$ cat src/rtl/rng_code_picker.sv
// rng_code_picker: builds a multi-digit code from an LFSR nibble by rejection sampling.
// Samples rng_in[3:0] every SAMPLE_GAP cycles and aborts after MAX_REJECT misses in a row.
module rng_code_picker #(
    parameter int NUM_DIGITS = 4,
    parameter int DIGIT_MAX  = 9,
    parameter int UNIQUE     = 1,
    parameter int SAMPLE_GAP = 4,
    parameter int MAX_REJECT = 64
) (
    input  logic                    clk,
    input  logic                    rst,
    input  logic [15:0]             rng_in,
    input  logic                    req,
    output logic                    busy,
    output logic                    done,
    output logic                    code_valid,
    output logic                    err,
    output logic [4*NUM_DIGITS-1:0] code
);

    localparam logic [0:0] S_IDLE   = 1'b0;
    localparam logic [0:0] S_SAMPLE = 1'b1;

    localparam logic [3:0] GAP_LOAD  = 4'(SAMPLE_GAP - 1);
    localparam logic [3:0] MAX_DIGIT = 4'(DIGIT_MAX);
    localparam logic [3:0] LAST_IDX  = 4'(NUM_DIGITS - 1);
    localparam logic [7:0] LAST_REJ  = 8'(MAX_REJECT - 1);

    logic [0:0]              state_q, state_d;
    logic                    busy_q, busy_d;
    logic                    done_q, done_d;
    logic                    code_valid_q, code_valid_d;
    logic                    err_q, err_d;
    logic [4*NUM_DIGITS-1:0] code_q, code_d;
    logic [3:0]              gap_q, gap_d;
    logic [3:0]              idx_q, idx_d;
    logic [7:0]              rej_q, rej_d;

    logic [3:0] nib;
    logic       dup;
    logic       legal;
    logic       rng_unused;

    assign nib        = rng_in[3:0];
    assign rng_unused = ^rng_in[15:4];

    // Only digits already stored (below idx_q) count; cleared slots hold a legal 0.
    always_comb begin
        dup = 1'b0;
        for (int i = 0; i < NUM_DIGITS; i++) begin
            if (UNIQUE != 0 && i < int'(idx_q) && code_q[4*i +: 4] == nib) begin
                dup = 1'b1;
            end
        end
    end

    assign legal = (nib <= MAX_DIGIT) && !dup;

    always_comb begin
        state_d      = state_q;
        busy_d       = busy_q;
        done_d       = 1'b0;
        code_valid_d = code_valid_q;
        err_d        = err_q;
        code_d       = code_q;
        gap_d        = gap_q;
        idx_d        = idx_q;
        rej_d        = rej_q;
        unique case (state_q)
            S_IDLE: begin
                if (req) begin
                    state_d      = S_SAMPLE;
                    busy_d       = 1'b1;
                    code_d       = '0;
                    code_valid_d = 1'b0;
                    err_d        = 1'b0;
                    idx_d        = '0;
                    rej_d        = '0;
                    gap_d        = GAP_LOAD;
                end
            end
            S_SAMPLE: begin
                if (gap_q != 4'd0) begin
                    gap_d = gap_q - 4'd1;
                end else begin
                    gap_d = GAP_LOAD;
                    if (legal) begin
                        for (int i = 0; i < NUM_DIGITS; i++) begin
                            if (i == int'(idx_q)) begin
                                code_d[4*i +: 4] = nib;
                            end
                        end
                        idx_d = idx_q + 4'd1;
                        rej_d = '0;
                        if (idx_q == LAST_IDX) begin
                            state_d      = S_IDLE;
                            busy_d       = 1'b0;
                            done_d       = 1'b1;
                            code_valid_d = 1'b1;
                        end
                    end else begin
                        rej_d = rej_q + 8'd1;
                        if (rej_q == LAST_REJ) begin
                            state_d      = S_IDLE;
                            busy_d       = 1'b0;
                            done_d       = 1'b1;
                            err_d        = 1'b1;
                            code_d       = '0;
                            code_valid_d = 1'b0;
                        end
                    end
                end
            end
        endcase
    end

    always_ff @(posedge clk) begin
        if (rst) begin
            state_q      <= S_IDLE;
            busy_q       <= 1'b0;
            done_q       <= 1'b0;
            code_valid_q <= 1'b0;
            err_q        <= 1'b0;
            code_q       <= '0;
            gap_q        <= '0;
            idx_q        <= '0;
            rej_q        <= '0;
        end else begin
            state_q      <= state_d;
            busy_q       <= busy_d;
            done_q       <= done_d;
            code_valid_q <= code_valid_d;
            err_q        <= err_d;
            code_q       <= code_d;
            gap_q        <= gap_d;
            idx_q        <= idx_d;
            rej_q        <= rej_d;
        end
    end

    assign busy       = busy_q;
    assign done       = done_q;
    assign code_valid = code_valid_q;
    assign err        = err_q;
    assign code       = code_q;

endmodule

$ cat config.mk
export PLATFORM = sky130hd
export DESIGN_NAME = rng_code_picker
export DESIGN_NICKNAME = d
export VERILOG_FILES = /design/src/rtl/rng_code_picker.sv
export SDC_FILE = /design/constraint.sdc
export NUM_CORES = 1
export LEC_CHECK = 0
export CAP_MARGIN = 20
export CORE_ASPECT_RATIO = 2
export CORE_MARGIN = 1.5
export CORE_UTILIZATION = 57
export CTS_CLUSTER_DIAMETER = 60
export DETAILED_ROUTE_END_ITERATION = 10
export PLACE_DENSITY = 0.85
export SLEW_MARGIN = 30
export SYNTH_ARGS = -nofsm -noshare
export SYNTH_HDL_FRONTEND = slang
export SYNTH_SLANG_ARGS = --single-unit
$ cat constraint.sdc
create_clock -name clk -period 5 [get_ports clk]
set_input_delay 1 -clock clk [delete_from_list [all_inputs] [get_ports clk]]
set_output_delay 1 -clock clk [all_outputs]
set_load 0.01 [all_outputs]
# After elaboration in Yosys (flattened, before gate mapping)
# Index checks and enable logic that the tools add are counted.
# op_classes
n_addsub	3
n_reduce_logical	17
magnitude_cmp	5
n_eq_ne	20
bitwise_logic	1
mux	48
# op_table
cell	n
two-way mux 16 bit	4
two-way mux 4 bit	9
one-hot mux 16 bit (2 select lines)	1
two-way mux 1 bit	24
two-way mux 8 bit	3
AND reduction 4 bit	6
equality test 4 bit	4
one-hot mux 4 bit (2 select lines)	2
one-hot mux 8 bit (2 select lines)	1
inequality test 3 x 2 -> 1 bit (second input constant)	5
adder 8 x 1 -> 8 bit (second input constant)	1
equality test 3 x 4 -> 1 bit (first input constant)	2
equality test 8 x 6 -> 1 bit (second input constant)	1
< comparator 1 x 4 -> 1 bit (first input constant)	2
< comparator 2 x 4 -> 1 bit (first input constant)	2
one-hot mux 1 bit (2 select lines)	4
inequality test 2 bit (second input constant)	3
logical AND 1 bit	5
adder 4 x 1 -> 4 bit (second input constant)	1
equality test 2 x 4 -> 1 bit (first input constant)	1
equality test 4 x 2 -> 1 bit (second input constant)	1
less-or-equal comparator 4 bit (second input constant)	1
logical NOT 4 bit	1
inequality test 2 x 1 -> 1 bit (second input constant)	2
8 further kinds	8
# totals
register_bits	37
out_inout_bits	20
inputBits	19

# Logic depth before layout (Yosys ltp)
# logic_depth
depth_word	11
depth_mapped	9
depth_no_buf	8

# Worst setup path after synthesis
# No wires, ideal clock.
# synth_timing
kind	input to register
from	input port rng_in[0]
to	register code_valid_q (netlist: code_valid)
path_buffers	3
arrival_ps	2525
stages	9
slack_ps	2356
cell_sequence	buf_6 > xnor2_2 > a41oi_2 > or2_1 > buf_6 > nor4b_4 > buf_6 > a31oi_1 > o221a_1
# synth_via
elab_chain_len	11
# synth_lines
item	line_no	source
start: declaration	12	input logic [15:0] rng_in,
equality test 4 bit	51	if (UNIQUE != 0 && i < int'(idx_q) && code_q[4*i +: 4] == nib) begin
logical AND 1 bit	51	
two-way mux 1 bit (4 in series)	51	
logical NOT 1 bit	57	assign legal = (nib <= MAX_DIGIT) && !dup;
logical AND 1 bit (*)	57	
two-way mux 1 bit	87	if (legal) begin
two-way mux 1 bit	83	if (gap_q != 4'd0) begin
one-hot mux 1 bit (2 select lines)	69	unique case (state_q)
end signal: assignment	132	code_valid_q <= code_valid_d;
end: declaration	32	logic code_valid_q, code_valid_d;
# Every way passes the cells marked *; elsewhere a longest branch is shown, timed or not. The select of a mux whose other input is x is not followed.
# A chain may end at the register's enable or synchronous reset.

# Final worst setup path
# layout_timing
from	input port rng_in[0]
to	register code_q[6] (netlist: code[6])
# layout_via
elab_chain_len	11
# layout_lines
item	line_no	source
equality test 4 bit	51	
logical AND 1 bit	51	
two-way mux 1 bit (4 in series)	51	
logical NOT 1 bit	57	
logical AND 1 bit (*)	57	
two-way mux 16 bit	87	
two-way mux 16 bit	83	
one-hot mux 16 bit (2 select lines)	69	
end signal: assignment	134	code_q <= code_d;
end: declaration	34	logic [4*NUM_DIGITS-1:0] code_q, code_d;
# Marked as above.

==> metrics.md <==
| Metric | Value |
|---|---|
| Chip width | 47.1 um |
| Post-Synth XOR/XNOR Area | 8.99% |
| Via density | 6.15 |
| # diodes | 0 |
| GP Congestion | roughly 0.97 |
| Hold crit path type | reg2reg |
| Hold Slack | 0.475 ns |
| All-Layer GR Usage | a little over a quarter |
| Hold path depth | 1 |
| Die height | 91.1 um |
| Met2 usage | a little under half |
| Ys async rst share | 0% |
| Placed cells | around 330 |
| Most frequent cell after synthesis | dfxtp_1 |
| H-tree depth | 2 |
| Critical Path Source Type | input port |
| R2R depth | 6 |
| Busiest grt layer | met2 |
| Top cells by count, synth | 37 x dfxtp_1, 26 x nor2_1, 18 x nand2_1 |
| RSZ-0062 raised after global routing | no |
| Worst-Margin Slew | 0.865 ns |
| Post-place setup slack | 1.04 ns |
| Largest family of logic cells by synthesized area | simple AND/OR/NAND/NOR gates |
| Setup TNS | 0 ns |
| Drt total wl | 5210 um |
| Layout Cells excl Fill | 334 |
| Switching part of the total | 28.2% |
| Cells after synthesis | between 200 and 300 |
| Status | complete, no violations |
| Vias in the first global route | between 2000 and 2500 |
| CTS Buf Count | 5 |
| MaxCap Viol Count | 0 |
| Fillers | 316 |
| Required time of the critical path | 5.17 ns |
| Top post-synthesis cells by area | dfxtp_1 33%, a32oi_1 4.7%, nor2_1 4.4% |
| Clock power share | about a third |
| Reg-to-Reg End | code[6]$_SDFFE_PP0P_ |
| Worst vdd ir | 0.000330 V |
| Root Driver | clkbuf_8 |
| Worst R2R Start | idx_q[3]$_SDFFE_PP0P_ |
| Clock Path Buffers | 2 |
| CP Capture Point | code[6]$_SDFFE_PP0P_ |
| Fraction of the mapped netlist area in simple logic gates | 23.5% |
| 1st-iter DRT viols | 39 |
| Drt wl/cell | 15.6 um |
| Clk slew on worst S/H paths | roughly 0.08 ns |
| Comb pwr share | around 16% |
| Number of remaining DRC errors | 0 |
| Area Overhead vs Synth | 15.1% |
| Clk_lat worst skew | 0.29 ns |
| Initial Util | 60.1% |
| Finished Core Util | 69.1% |
| Crit path DAT | 3.86 ns |
| Synthesized area | 2210 um^2 |
| Number of max-slew violations in the final report | 0 |
| P_sw | ~0.17 mW |
| Via count | around 2100 |
| # rows | 31 |
| Met1 usage | 26.8% |
| R2r setup slk | 2.29 ns |
| Core Area | roughly 3700 um^2 |
| Syn_nets | ~290 |
| Routing usage on met3 | 4.97% |
| First-pass GRT wire length | 8540 um |
| Post-CTS Setup Bufs | 0 |
| Leading register cell type out of synthesis | dfxtp_1 |
| DRT antenna net count | 0 |
| I/O pins | 39 |
| Endpoint class of the critical path | flop |
| CTS tree | built |
| Maximum fanout along the worst path | 17 |
| Initial antenna violation count | 0 |
| Post-synthesis compound-gate area fraction | 21.3% |
| Final nets | 310 |
| Multiplexer area fraction after synthesis | 0.904% |
| Post-synth top area share | 33.5% |
| Worst Path Class, Setup | in2reg |
| Post-synth top area cell | dfxtp_1 |
| Synth Area per Inst | 8.42 um^2 |
| Register area share after synthesis | 33.5% |
| I/O Buffers | 26 |
| Flops & latches, synth | 37 |
| Detailed placer's ending HPWL | ~3800 um |
| Slew HR | 42.1% |
| Clock sinks | 37 |
| Post-CTS sizing | 0 |
| Fmax | 271 MHz |
| Reported leakage power | 0.872 nW |
| Synth cell types | 48 |
| Min Tclk post-route | around 3.7 ns |
| Worst Skew | 0.00703 ns |
| Cell Int Power | 0.435 mW |
| Final setup vio count | 0 |
| Largest net degree at the start of global routing | 26 |
| Crit. Startpoint | rng_in[0] |
| Post-synth EDFFs | 0 |
| Pwr/cell area | 238 nW/um^2 |
| First-pass detailed-route iteration total | 7 |
| Die area | 4290 um^2 |
| GRT overflow | 0 |
| Hold buffer count at cts | 0 |
| Hold Violations, Final | 0 |
| Synth Area in Adders | 3.96% |
| Sequential power share | 51.1% |
| Share of layout cells above drive strength 1 | 9.12% |
| Yosys warnings | 0 |
| Setup ws final | 1.31 ns |
| Final worst-path cycle share | 73.9% |
-- power groups by stage --
stage	registers, mW	clock network [mW]	logic, mW
3_3_place_gp	0.316	0	0.0907
5_1_grt	0.310	0.217	0.103
4_1_cts	0.309	0.206	0.0935
6_report	0.309	0.202	0.0942
3_5_place_dp	0.316	0	0.0930
2_1_floorplan	0.314	0	0.0722
-- routing by layer --
layer / routed length [um] / vias up
met4: 223 / 0
met1: 1890 / 967
met5: 0 / -
li1: - / 990
met3: 218 / 19
met2: 2880 / 79
-- state kept, by name, summed over array words and instances, names as in the netlist --
signal and count:
code 16, rej_q 8, gap_q 4, idx_q 4
busy 1, code_valid 1, done 1, err 1
state_q 1
-- cell type report --
| class | count | area [um^2] | share of cell area, % |
|---|---|---|---|
| Clock buffer | 6 | 72.6 | 2.85 |
| Clock inverter | 2 | 10.0 | 0.393 |
| Inverter | 16 | 60.1 | 2.36 |
| Multi-Input combinational cell | 192 | 1300 | 50.9 |
| Sequential cell | 37 | 741 | 29.1 |
| Tap cell | 49 | 61.3 | 2.41 |
| Timing Repair Buffer | 32 | 305 | 12.0 |
-- through the flow --
| step | total power, mW | area (um^2) |
|---|---|---|
| after floorplan | 0.386 | 2210 |
| after global placement | 0.407 | 2460 |
| after detailed placement | 0.409 | 2460 |
| after CTS | 0.608 | 2550 |
| after global routing | 0.630 | 2550 |
| final | 0.605 | 2550 |
-- worst max-delay path: stages --
cell and delay (ns):
clkdlybuf4s50_1 0.62, xnor2_2 0.24, a41oi_2 0.20, or2_1 0.44
nor4b_4 0.80, o32a_4 0.44, a31oi_1 0.11
-- placed cells by master (no fill, tap or decap), types with 2 or more instances in the layout --
master           count
dfxtp_1             37
nor2_1              26
clkdlybuf4s50_1     26
nand2_1             18
inv_1               16
nor3_1              15
a31oi_1             14
a32oi_1             12
xor2_1              11
a21oi_1              9
xnor2_1              8
nand3_1              8
o21ai_0              8
nand4_1              7
ha_1                 7
buf_4                6
clkbuf_8             5
o21ai_1              4
or3_1                4
a211oi_1             3
or2_1                2
xnor2_2              2
nor4_2               2
and3_1               2
nor2b_1              2
or2_2                2
a21oi_2              2
a21o_1               2
nor3b_1              2
o21a_1               2
mux2i_1              2
clkinv_2             2
-- logic make-up (layout without fill, tap and decap cells) --
| logic type | Yosys count | count (layout) |
|---|---|---|
| fa+ha+maj | 7 | 7 |
| mux | 2 | 2 |
| simple gates | 98 | 98 |
| buf+inv | 34 | 56 |
| xor+xnor | 21 | 21 |
| flops | 37 | 37 |
| compound gates | 64 | 64 |
-- how the worst min path moves through the flow --
stage	end	from	slack, ns
after floorplan	gap_q[0]$_SDFFE_PP0P_	gap_q[0]$_SDFFE_PP0P_	0.46
after global placement	err$_SDFFE_PP0P_	err$_SDFFE_PP0P_	0.46
after detailed placement	err$_SDFFE_PP0P_	err$_SDFFE_PP0P_	0.45
after CTS	err$_SDFFE_PP0P_	err$_SDFFE_PP0P_	0.48
after global routing	err$_SDFFE_PP0P_	err$_SDFFE_PP0P_	0.52
final	err$_SDFFE_PP0P_	err$_SDFFE_PP0P_	0.47
(Power assumes the default switching activity.)
==> variant: new RTL, same flow settings <==
Register the inputs `rng_in` and `req` before use, cleared by the reset. The logic sees them one clock later. Comments in the files are not updated.
--- a/src/rtl/rng_code_picker.sv
+++ b/src/rtl/rng_code_picker.sv
@@ -26,6 +26,19 @@
     localparam logic [3:0] LAST_IDX  = 4'(NUM_DIGITS - 1);
     localparam logic [7:0] LAST_REJ  = 8'(MAX_REJECT - 1);
 
+    logic [15:0] rng_q;
+    logic req_q;
+
+    always_ff @(posedge clk) begin
+        if (rst) begin
+            rng_q <= '0;
+            req_q <= '0;
+        end else begin
+            rng_q <= rng_in;
+            req_q <= req;
+        end
+    end
+
     logic [0:0]              state_q, state_d;
     logic                    busy_q, busy_d;
     logic                    done_q, done_d;
@@ -41,8 +54,8 @@
     logic       legal;
     logic       rng_unused;
 
-    assign nib        = rng_in[3:0];
-    assign rng_unused = ^rng_in[15:4];
+    assign nib        = rng_q[3:0];
+    assign rng_unused = ^rng_q[15:4];
 
     // Only digits already stored (below idx_q) count; cleared slots hold a legal 0.
     always_comb begin
@@ -68,7 +81,7 @@
         rej_d        = rej_q;
         unique case (state_q)
             S_IDLE: begin
-                if (req) begin
+                if (req_q) begin
                     state_d      = S_SAMPLE;
                     busy_d       = 1'b1;
                     code_d       = '0;
Behaviour: not the same (a bounded check fails within 4 cycles, from zero or initial values and one cycle with rst high).
==> variant against the unedited design <==
  * Design area is 2.7% higher
  * Total power is 4.2% higher
  * Combinational power is 23% lower
  * Wire length is 10% lower
  * Clock power is 2% higher
  * Highest routed layer unchanged
  * Core utilization is 1.8 points lower
  * Area after synthesis is 4.1% higher
  * Sequential cell count is 5 higher
  * Setup slack better by 0.63 ns
==> variant: results (changes against the unedited design) <==
status complete, no violations; non-clock buffer count 26 (-19%); fraction of layout cells with a size suffix above 1 10.1% (+1.0 points); Setup WS pre-CTS 1.68 ns (+0.638 ns); multi-input logic area 1280 um2 (-1.3%); maximum VDD drop 0.255 mV (-23%); top cells by count, synth dfxtp_1 (42), inv_1 (24), nand2_1 (24), nand3_1 (24), nor2_1 (22); nets@finish 312 (+0.65%); Worst slew margin 49.0% (+6.9 points); Well Taps 51 (+4.1%); Critical Path AT 3.29 ns (-0.57 ns); CP max-delay cell clkdlybuf4s50_1; Area contributors post-synth dfxtp_1 (36%), nand3_1 (5.2%), xor2_1 (4.6%); RePlAce Congestion 0.885 (-8.9%); drt pass-1 iters 4 (-3); Post-DP Area 2540 um2 (+2.9%); first-pass GRT wire length 7.90 mm (-7.4%); peak fanout along the critical path 19 (+2); dpl hpwl 3.50 mm (-8.6%); register area 841 um2 (+14%); Fillers 351 (+11%); register area share after synthesis 36.5% (+3.0 points); clk tree area frac 3.01% (-0.23 points); XOR/XNOR Fraction of Synth Area 8.36% (-0.63 points); Clock Sinks 42 (+14%); Post-Synthesis Net Count 291 (+0.69%); slowest cell delay on critical path 0.75 ns (-0.05 ns); clock buf count 5 (-1); DR WL/cell 13.9 um (-11%); Switching Share 26.8% (-1.3 points); non-filler cells, final 337 (+0.90%)
==> variant: worst paths after layout <==
| kind | slack [ns] | endpoint | start |
|---|---|---|---|
| worst min-delay path | 0.47 | err | err |
| worst max-delay path | 1.94 | code[12] | rst |
| worst max register to register | 2.53 | code[5] | idx_q[2] |
| worst min register to register | 0.47 | err | err |
==> variant: routing by layer <==
metal / track usage, % / share of wire, % / up-vias
met5: 0 / 0 / -
met4: 13.5 / 3.0 / 0
met3: 4.29 / 3.0 / 12
met2: 40.9 / 56 / 45
met1: 25.7 / 38 / 943
li1: - / - / 965
==> variant: power groups by stage <==
stage / clock network (mW) / registers [mW] / logic, mW
floorplan: 0 / 0.354 / 0.0636
global placement: 0 / 0.361 / 0.0700
detailed placement: 0 / 0.361 / 0.0718
CTS: 0.212 / 0.353 / 0.0723
global route: 0.222 / 0.354 / 0.0802
finish: 0.206 / 0.353 / 0.0721
